<file path="config.mk">
export PLATFORM = sky130hd
export DESIGN_NAME = cpu_sram_ctrl
export DESIGN_NICKNAME = d
export VERILOG_FILES = /design/src/rtl/cpu_sram_ctrl.sv
export SDC_FILE = /design/constraint.sdc
export NUM_CORES = 1
export LEC_CHECK = 0
export ABC_CLOCK_PERIOD_IN_PS = 2060
export CAP_MARGIN = 5
export CELL_PAD_IN_SITES_DETAIL_PLACEMENT = 1
export CELL_PAD_IN_SITES_GLOBAL_PLACEMENT = 2
export CORE_UTILIZATION = 23
export DETAILED_ROUTE_END_ITERATION = 7
export GPL_TIMING_DRIVEN = 0
export PLACE_DENSITY = 0.83
export SYNTH_ARGS = -nofsm -noshare
export SYNTH_HDL_FRONTEND = slang
export SYNTH_SLANG_ARGS = --single-unit
export TNS_END_PERCENT = 1
</file>
<file path="constraint.sdc">
create_clock -name i_sys_clk -period 2.06 [get_ports i_sys_clk]
set_input_delay 0.309 -clock i_sys_clk [delete_from_list [all_inputs] [get_ports i_sys_clk]]
set_output_delay 0.309 -clock i_sys_clk [all_outputs]
set_load 0.02 [all_outputs]
</file>
<file path="src/rtl/cpu_sram_ctrl.sv">
`default_nettype none
// ============================================================================
// Module     : cpu_sram_ctrl
// Description: CPU byte-bus responder for a 16-bit async SRAM, wait-stated.
// Revision   : 1.0 - initial release
// ============================================================================
module cpu_sram_ctrl #(
  parameter int SRAM_AW = 18,  // must be >= 15
  parameter int RD_WAIT = 2,   // >= 1
  parameter int WR_WAIT = 2    // >= 1
) (
  input  logic               i_sys_clk,
  input  logic               i_reset,
  input  logic [15:0]        i_cpu_addr,
  input  logic               i_cpu_cs,
  input  logic               i_cpu_rd_req,
  input  logic               i_cpu_wr_en,
  input  logic [7:0]         i_cpu_wr_data,
  output logic [7:0]         o_cpu_rd_data,
  output logic               o_cpu_ready,
  output logic [SRAM_AW-1:0] o_sram_addr,
  input  logic [15:0]        i_sram_dq_in,
  output logic [15:0]        o_sram_dq_out,
  output logic               o_sram_dq_oe,
  output logic               o_sram_ce_n,
  output logic               o_sram_oe_n,
  output logic               o_sram_we_n,
  output logic               o_sram_ub_n,
  output logic               o_sram_lb_n
);

  localparam int C_MAX_WAIT = (RD_WAIT > WR_WAIT) ? RD_WAIT : WR_WAIT;
  localparam int C_CW       = (C_MAX_WAIT > 1) ? $clog2(C_MAX_WAIT) : 1;
  localparam logic [C_CW-1:0] C_RD_CNT = C_CW'(RD_WAIT - 1);
  localparam logic [C_CW-1:0] C_WR_CNT = C_CW'(WR_WAIT - 1);

  typedef enum logic [2:0] {
    S_IDLE     = 3'd0,
    S_RD       = 3'd1,
    S_WR_SETUP = 3'd2,
    S_WR_PULSE = 3'd3,
    S_WR_HOLD  = 3'd4
  } state_t;

  state_t          r_state, w_state;
  logic [C_CW-1:0] r_cnt, w_cnt;
  logic            r_hi, w_hi;
  logic [14:0]     r_addr, w_addr;
  logic [15:0]     r_dq_out, w_dq_out;
  logic            r_dq_oe, w_dq_oe;
  logic            r_ce_n, w_ce_n;
  logic            r_oe_n, w_oe_n;
  logic            r_we_n, w_we_n;
  logic            r_ub_n, w_ub_n;
  logic            r_lb_n, w_lb_n;
  logic            r_ready, w_ready;
  logic [7:0]      r_rd_data, w_rd_data;

  always_comb begin
    w_state   = r_state;
    w_cnt     = r_cnt;
    w_hi      = r_hi;
    w_addr    = r_addr;
    w_dq_out  = r_dq_out;
    w_dq_oe   = r_dq_oe;
    w_ce_n    = r_ce_n;
    w_oe_n    = r_oe_n;
    w_we_n    = r_we_n;
    w_ub_n    = r_ub_n;
    w_lb_n    = r_lb_n;
    w_ready   = r_ready;
    w_rd_data = r_rd_data;
    case (r_state)
      S_IDLE: begin
        // Write takes priority over a simultaneous read request.
        if (i_cpu_cs && i_cpu_wr_en) begin
          w_addr   = i_cpu_addr[15:1];
          w_hi     = i_cpu_addr[0];
          w_dq_out = {i_cpu_wr_data, i_cpu_wr_data};
          w_dq_oe  = 1'b1;
          w_ce_n   = 1'b0;
          w_ub_n   = ~i_cpu_addr[0];
          w_lb_n   = i_cpu_addr[0];
          w_ready  = 1'b0;
          w_state  = S_WR_SETUP;
        end else if (i_cpu_cs && i_cpu_rd_req) begin
          w_addr   = i_cpu_addr[15:1];
          w_hi     = i_cpu_addr[0];
          w_ce_n   = 1'b0;
          w_oe_n   = 1'b0;
          w_ub_n   = ~i_cpu_addr[0];
          w_lb_n   = i_cpu_addr[0];
          w_ready  = 1'b0;
          w_cnt    = C_RD_CNT;
          w_state  = S_RD;
        end
      end
      S_RD: begin
        if (r_cnt != '0) begin
          w_cnt = r_cnt - C_CW'(1);
        end else begin
          w_rd_data = r_hi ? i_sram_dq_in[15:8] : i_sram_dq_in[7:0];
          w_ce_n    = 1'b1;
          w_oe_n    = 1'b1;
          w_ub_n    = 1'b1;
          w_lb_n    = 1'b1;
          w_ready   = 1'b1;
          w_state   = S_IDLE;
        end
      end
      S_WR_SETUP: begin
        w_we_n  = 1'b0;
        w_cnt   = C_WR_CNT;
        w_state = S_WR_PULSE;
      end
      S_WR_PULSE: begin
        if (r_cnt != '0) begin
          w_cnt = r_cnt - C_CW'(1);
        end else begin
          w_we_n  = 1'b1;
          w_state = S_WR_HOLD;
        end
      end
      S_WR_HOLD: begin
        // Address and data stay driven one more cycle after we_n rises.
        w_ce_n  = 1'b1;
        w_ub_n  = 1'b1;
        w_lb_n  = 1'b1;
        w_dq_oe = 1'b0;
        w_ready = 1'b1;
        w_state = S_IDLE;
      end
      default: w_state = S_IDLE;
    endcase
  end

  always_ff @(posedge i_sys_clk) begin
    if (i_reset) begin
      r_state   <= S_IDLE;
      r_cnt     <= '0;
      r_hi      <= 1'b0;
      r_addr    <= '0;
      r_dq_out  <= '0;
      r_dq_oe   <= 1'b0;
      r_ce_n    <= 1'b1;
      r_oe_n    <= 1'b1;
      r_we_n    <= 1'b1;
      r_ub_n    <= 1'b1;
      r_lb_n    <= 1'b1;
      r_ready   <= 1'b1;
      r_rd_data <= '0;
    end else begin
      r_state   <= w_state;
      r_cnt     <= w_cnt;
      r_hi      <= w_hi;
      r_addr    <= w_addr;
      r_dq_out  <= w_dq_out;
      r_dq_oe   <= w_dq_oe;
      r_ce_n    <= w_ce_n;
      r_oe_n    <= w_oe_n;
      r_we_n    <= w_we_n;
      r_ub_n    <= w_ub_n;
      r_lb_n    <= w_lb_n;
      r_ready   <= w_ready;
      r_rd_data <= w_rd_data;
    end
  end

  assign o_cpu_rd_data = r_rd_data;
  assign o_cpu_ready   = r_ready;
  assign o_sram_addr   = {{(SRAM_AW-15){1'b0}}, r_addr};
  assign o_sram_dq_out = r_dq_out;
  assign o_sram_dq_oe  = r_dq_oe;
  assign o_sram_ce_n   = r_ce_n;
  assign o_sram_oe_n   = r_oe_n;
  assign o_sram_we_n   = r_we_n;
  assign o_sram_ub_n   = r_ub_n;
  assign o_sram_lb_n   = r_lb_n;

endmodule
`default_nettype wire

</file>
* Word-level counts from Yosys, hierarchy flattened
Cells that the tools add are included. Widths: inputs -> output; s select.
Storage, ports and cells: logic and storage cells 71, bits in registers 50, output and inout bits 49, input port bits 45
Cells by class: muxes and demuxes 27, equality and inequality tests 10, reductions and logical operators 19, $add $sub $neg 1, bitwise gates (word level) 2
Operator list (number):
- $mux 15 | 2
- $mux 1 | 12
- $mux 3 | 4
- $pmux 1 s3 | 4
- $pmux 3 s4 | 1
- $ne 2x2->1 const B | 5
- $reduce_and 2->1 | 5
- $reduce_and 3->1 | 3
- $mux 8 | 1
- $reduce_bool 2->1 | 4
- $eq 3x2->1 const B | 2
- $pmux 1 s2 | 3
- $reduce_bool 3->1 | 2
- $reduce_and 4->1 | 1
- $eq 3x1->1 const B | 1
- $eq 3x3->1 const B | 1
- $logic_not 3->1 | 1
- $ne 3x3->1 const B | 1
- $logic_and 1x1->1 | 2
- $not 1->1 | 2
- $reduce_or 2->1 | 1
- $sub 1x1->1 const B | 1

* Logic depth before layout (Yosys ltp)
depth after elaboration 4, mapped depth 5, mapped depth without buffers 3

* Worst setup path after synthesis
No wires, ideal clock.
kind register to register, from register r_state[1], to register r_addr[10], clock period less this slack 1.386 ns, path buffers 2, stages on the path, launching flop included 6, arrival 1.254 ns, setup time 0.132 ns, path slack 0.674 ns, data required time 1.928 ns, cell sequence dfxtp_1 > buf_4 > or3_1 > clkbuf_1 > o21ai_0 > a21oi_1
Between the ends: word-level cells in the longest chain between the ends 2
RTL lines:
- start: declaration | line 45 | state_t r_state, w_state;
- start signal: assignment | line 153 | r_state <= w_state;
- $logic_not 3->1 | line 73 | case (r_state)
- $reduce_and 2->1 (no source line)
- end signal: assignment | line 156 | r_addr <= w_addr;
- end: declaration | line 48 | logic [14:0] r_addr, w_addr;
No other way between the ends. A chain may end at the register's enable or synchronous reset.

* Worst setup path after layout
from input port i_cpu_wr_en, to register r_addr[6]
Between the ends: word-level cells in the longest chain between the ends 3, elaborated cells between the ends (all ways) 4, classes of those cells mux: 1; reduce/logical: 3
RTL lines:
- start: declaration | line 17 | input logic i_cpu_wr_en,
- $logic_and 1x1->1 * | line 76 | if (i_cpu_cs && i_cpu_wr_en) begin
- $reduce_bool 2->1 (no source line)
- $reduce_and 2->1 (no source line)
Mark *: on every way between the ends. The rest lies on a longest branch, timed or not.

==> impl_results.md <==
- Fmax achieved: 596 MHz
- Grt total ovfl: 0
- Detailed Place HPWL: 4410 um
- Router iterations before antenna repair: 5
- Worst hold slack: 0.455 ns
- Psw: 640 uW
- Drt initial violations: 95
- Reg2Reg Setup Slack: 0.40 ns
- Synth area leaders: dfxtp_1 (45%), a21oi_1 (7.5%), o21ai_0 (6.7%)
- Final ANT Viol Nets: 0
- Number of global-route vias before repair: 1946
- PostCTS Resize Cnt: 0
- Worst r2r src: r_state[1]
- Row count: 32
- DR vias: 1883
- Max Root-Sink Buffers: 2
- Hold Crit Endpoint: r_state[1]
- Worst hold path depth: 2
- Final setup violation count: 0
- Inserted Clock Buffers: 5
- Logic pwr share: 28.5%
- Final-report hold violation count: 0
- Worst R2R Path Depth: 5
- Fin nets: 356
- Die area: 8520 um^2
- Post-Layout Cell Count: 414
- Outcome: completed
- Setup repair after global routing missed its margin: no
- Area grow syn2layout: 60.4%
- P_int: 1550 uW
- Post-synth ARST share: 0%
- Largest net degree at the start of global routing: 13
- CP Class: in -> reg
- Final slew viol count: 0
- Antenna cell count: 0
- Core ar.: 7810 um^2
- Root buffer cell: clkbuf_8
- Setup TNS: 0 ns
- LEAKAGE: 0.00107 uW
- Final Power: 2190 uW
- Clock Skew: 0.00422 ns
- Critical Path RT: 2.28 ns
- Reg-to-reg endpoint: r_addr[6]
- Max cap viols: 0
- #FFs+latches synth: 42
- Count leader, synth: dfxtp_1
- Post-layout min period: 1.68 ns
- IO buf count: 89
- Fillers: 911
- Antenna violations before repair: 0
- Vias per inst: 4.55
- TritonCTS Sinks: 42
- Peak supply drop: 328 uV
- TritonCTS clock tree: done
- First-pass GRT wire length: 9590 um
- Worst hold path class: in -> reg
- Synth warn: 0
- WL per Instance: 14.2 um
- Pwr Density: 728 nW/um^2
- Post-CTS Setup Inserts: 0
- Rel. slew slack: 59.9%
- Routed wire length: 5860 um
- Post-synth EDFFs: 0
- Crit share post-route: 81.5%
- Switching Share: 29.2%
- Utilization after layout: 38.5%
- Residual DRC: 0
- DIE WIDTH: 92.3 um
- Flop pwr share: 42.1%
- Synth top cells by count: dfxtp_1 (42), a21oi_1 (28), o21ai_0 (25), nand3_1 (24), buf_4 (13)
- Hold buffers post-CTS: 0
- Yosys top cell by area: dfxtp_1
- Syn_area_per_cell: 8.81 um^2
- Placed cell count: 406
- Hold Path Origin: i_reset
- Starting density of the core: 24.0%
- RePlAce Congestion: 0.724
- Top_reg_cell synth: dfxtp_1
- Insertion delay to the later sink of the worst-skew pair: 0.29 ns
- Reg clk slew, reported paths: 0.08 ns
- Yosys cell types: 37
- Crit path capture type: flip-flop
- CP arrival: 1.90 ns
- Top-area cell type share of the netlist area: 44.8%
- Power share of the clock group: 29.4%
- GRT Overall Usage: 14.2%
- Synthesized area: 1880 um^2
- Crit-path max FO: 10
- Actual slew at the worst max-slew pin: 0.601 ns
- Layout cells sized above 1: 9.94%
- CP startpoint kind: primary input
- Die Y-Extent: 92.3 um
- Seq/Total Area, Yosys: 44.8%
- Io pins: 94
- H-tree Lvls: 2
- Post-Syn Instances: 213
stage by stage:
| stage | cell area [um^2] | setup slack (ns) |
|---|---|---|
| floorplan | 1880 | 0.674 |
| global placement | 2900 | 0.0760 |
| detailed placement | 2900 | 0.0599 |
| CTS | 3010 | 0.370 |
| global route | 3010 | 0.229 |
| finish | 3010 | 0.382 |
metal layers:
layer | vias up | global-route usage, % | part of all wire [%]
li1 | 944 | - | -
met1 | 865 | 16.9 | 43
met2 | 68 | 24.8 | 49
met3 | 6 | 4.76 | 7.2
met4 | 0 | 3.13 | 0.95
met5 | - | 0 | 0
placed cells by master (no fill, tap or decap), types with 2 or more instances in the layout:
cell | Yosys | layout
dfxtp_1 | 42 | 42
o21ai_1 | 2 | 2
nand2_1 | 3 | 3
clkbuf_1 | 10 | 12
mux2i_1 | 10 | 10
nor3_1 | 3 | 3
clkbuf_8 | 0 | 5
a211oi_2 | 2 | 2
o21a_1 | 2 | 2
conb_1 | 1 | 3
a21oi_1 | 28 | 28
nand3b_1 | 2 | 2
buf_4 | 13 | 13
nor2_1 | 12 | 12
inv_1 | 3 | 3
clkdlybuf4s50_1 | 0 | 89
buf_2 | 5 | 5
o21ai_0 | 25 | 25
nand3_1 | 24 | 24
a211oi_1 | 7 | 7
cell type report:
class | count | area, um^2 | share of cell area [%]
Timing Repair Buffer | 89 | 891 | 29.6
Multi-Input combinational cell | 141 | 860 | 28.6
Sequential cell | 42 | 841 | 28.0
Buffer | 29 | 171 | 5.70
Tap cell | 102 | 128 | 4.24
Clock buffer | 7 | 76.3 | 2.54
Clock inverter | 1 | 30.0 | 0.998
Inverter | 3 | 11.3 | 0.374
worst max-delay path by stage:
stage | cells past startpoint | from | slack, ns | to
after floorplan | 5 | r_state[1] | 0.67 | r_addr[10]
after global placement | 5 | i_cpu_cs | 0.08 | r_addr[8]
after detailed placement | 5 | i_cpu_wr_en | 0.06 | r_addr[6]
after CTS | 2 | o_sram_dq_out[12] | 0.37 | o_sram_dq_out[12]
after global routing | 5 | i_cpu_wr_en | 0.23 | r_addr[6]
final | 5 | i_cpu_wr_en | 0.38 | r_addr[6]
cells by family after synthesis:
| logic type | count (synthesis) | share of synthesized area [%] |
|---|---|---|
| buf+inv | 32 | 9.74 |
| xor+xnor | 1 | 0.467 |
| simple gates | 53 | 15.9 |
| other cells | 1 | 0.200 |
| compound gates | 74 | 23.5 |
| mux | 10 | 5.34 |
| flops | 42 | 44.8 |
power by group through the flow:
stage / registers [uW] / logic (uW) / clock network (uW)
5_1_grt: 931 / 679 / 710
2_1_floorplan: 1010 / 264 / 0
3_3_place_gp: 938 / 622 / 0
3_5_place_dp: 941 / 631 / 0
6_report: 921 / 624 / 644
4_1_cts: 923 / 634 / 668
state kept, by name, indices dropped and copies added, names as in the netlist:
register,cells
o_sram_oe_n,1
r_addr,15
o_sram_we_n,1
r_hi,1
r_state,3
o_sram_dq_oe,1
r_cnt,1
o_sram_dq_out,8
o_sram_ub_n,1
o_cpu_ready,1
o_cpu_rd_data,8
o_sram_lb_n,1
worst max-delay path, cell delays in order:
cell             delay (ns)
clkdlybuf4s50_1        0.47
o21ai_1                0.42
clkbuf_1               0.39
o21ai_0                0.15
a21oi_1                0.15
No activity file was read; power rests on OpenSTA's default activity.
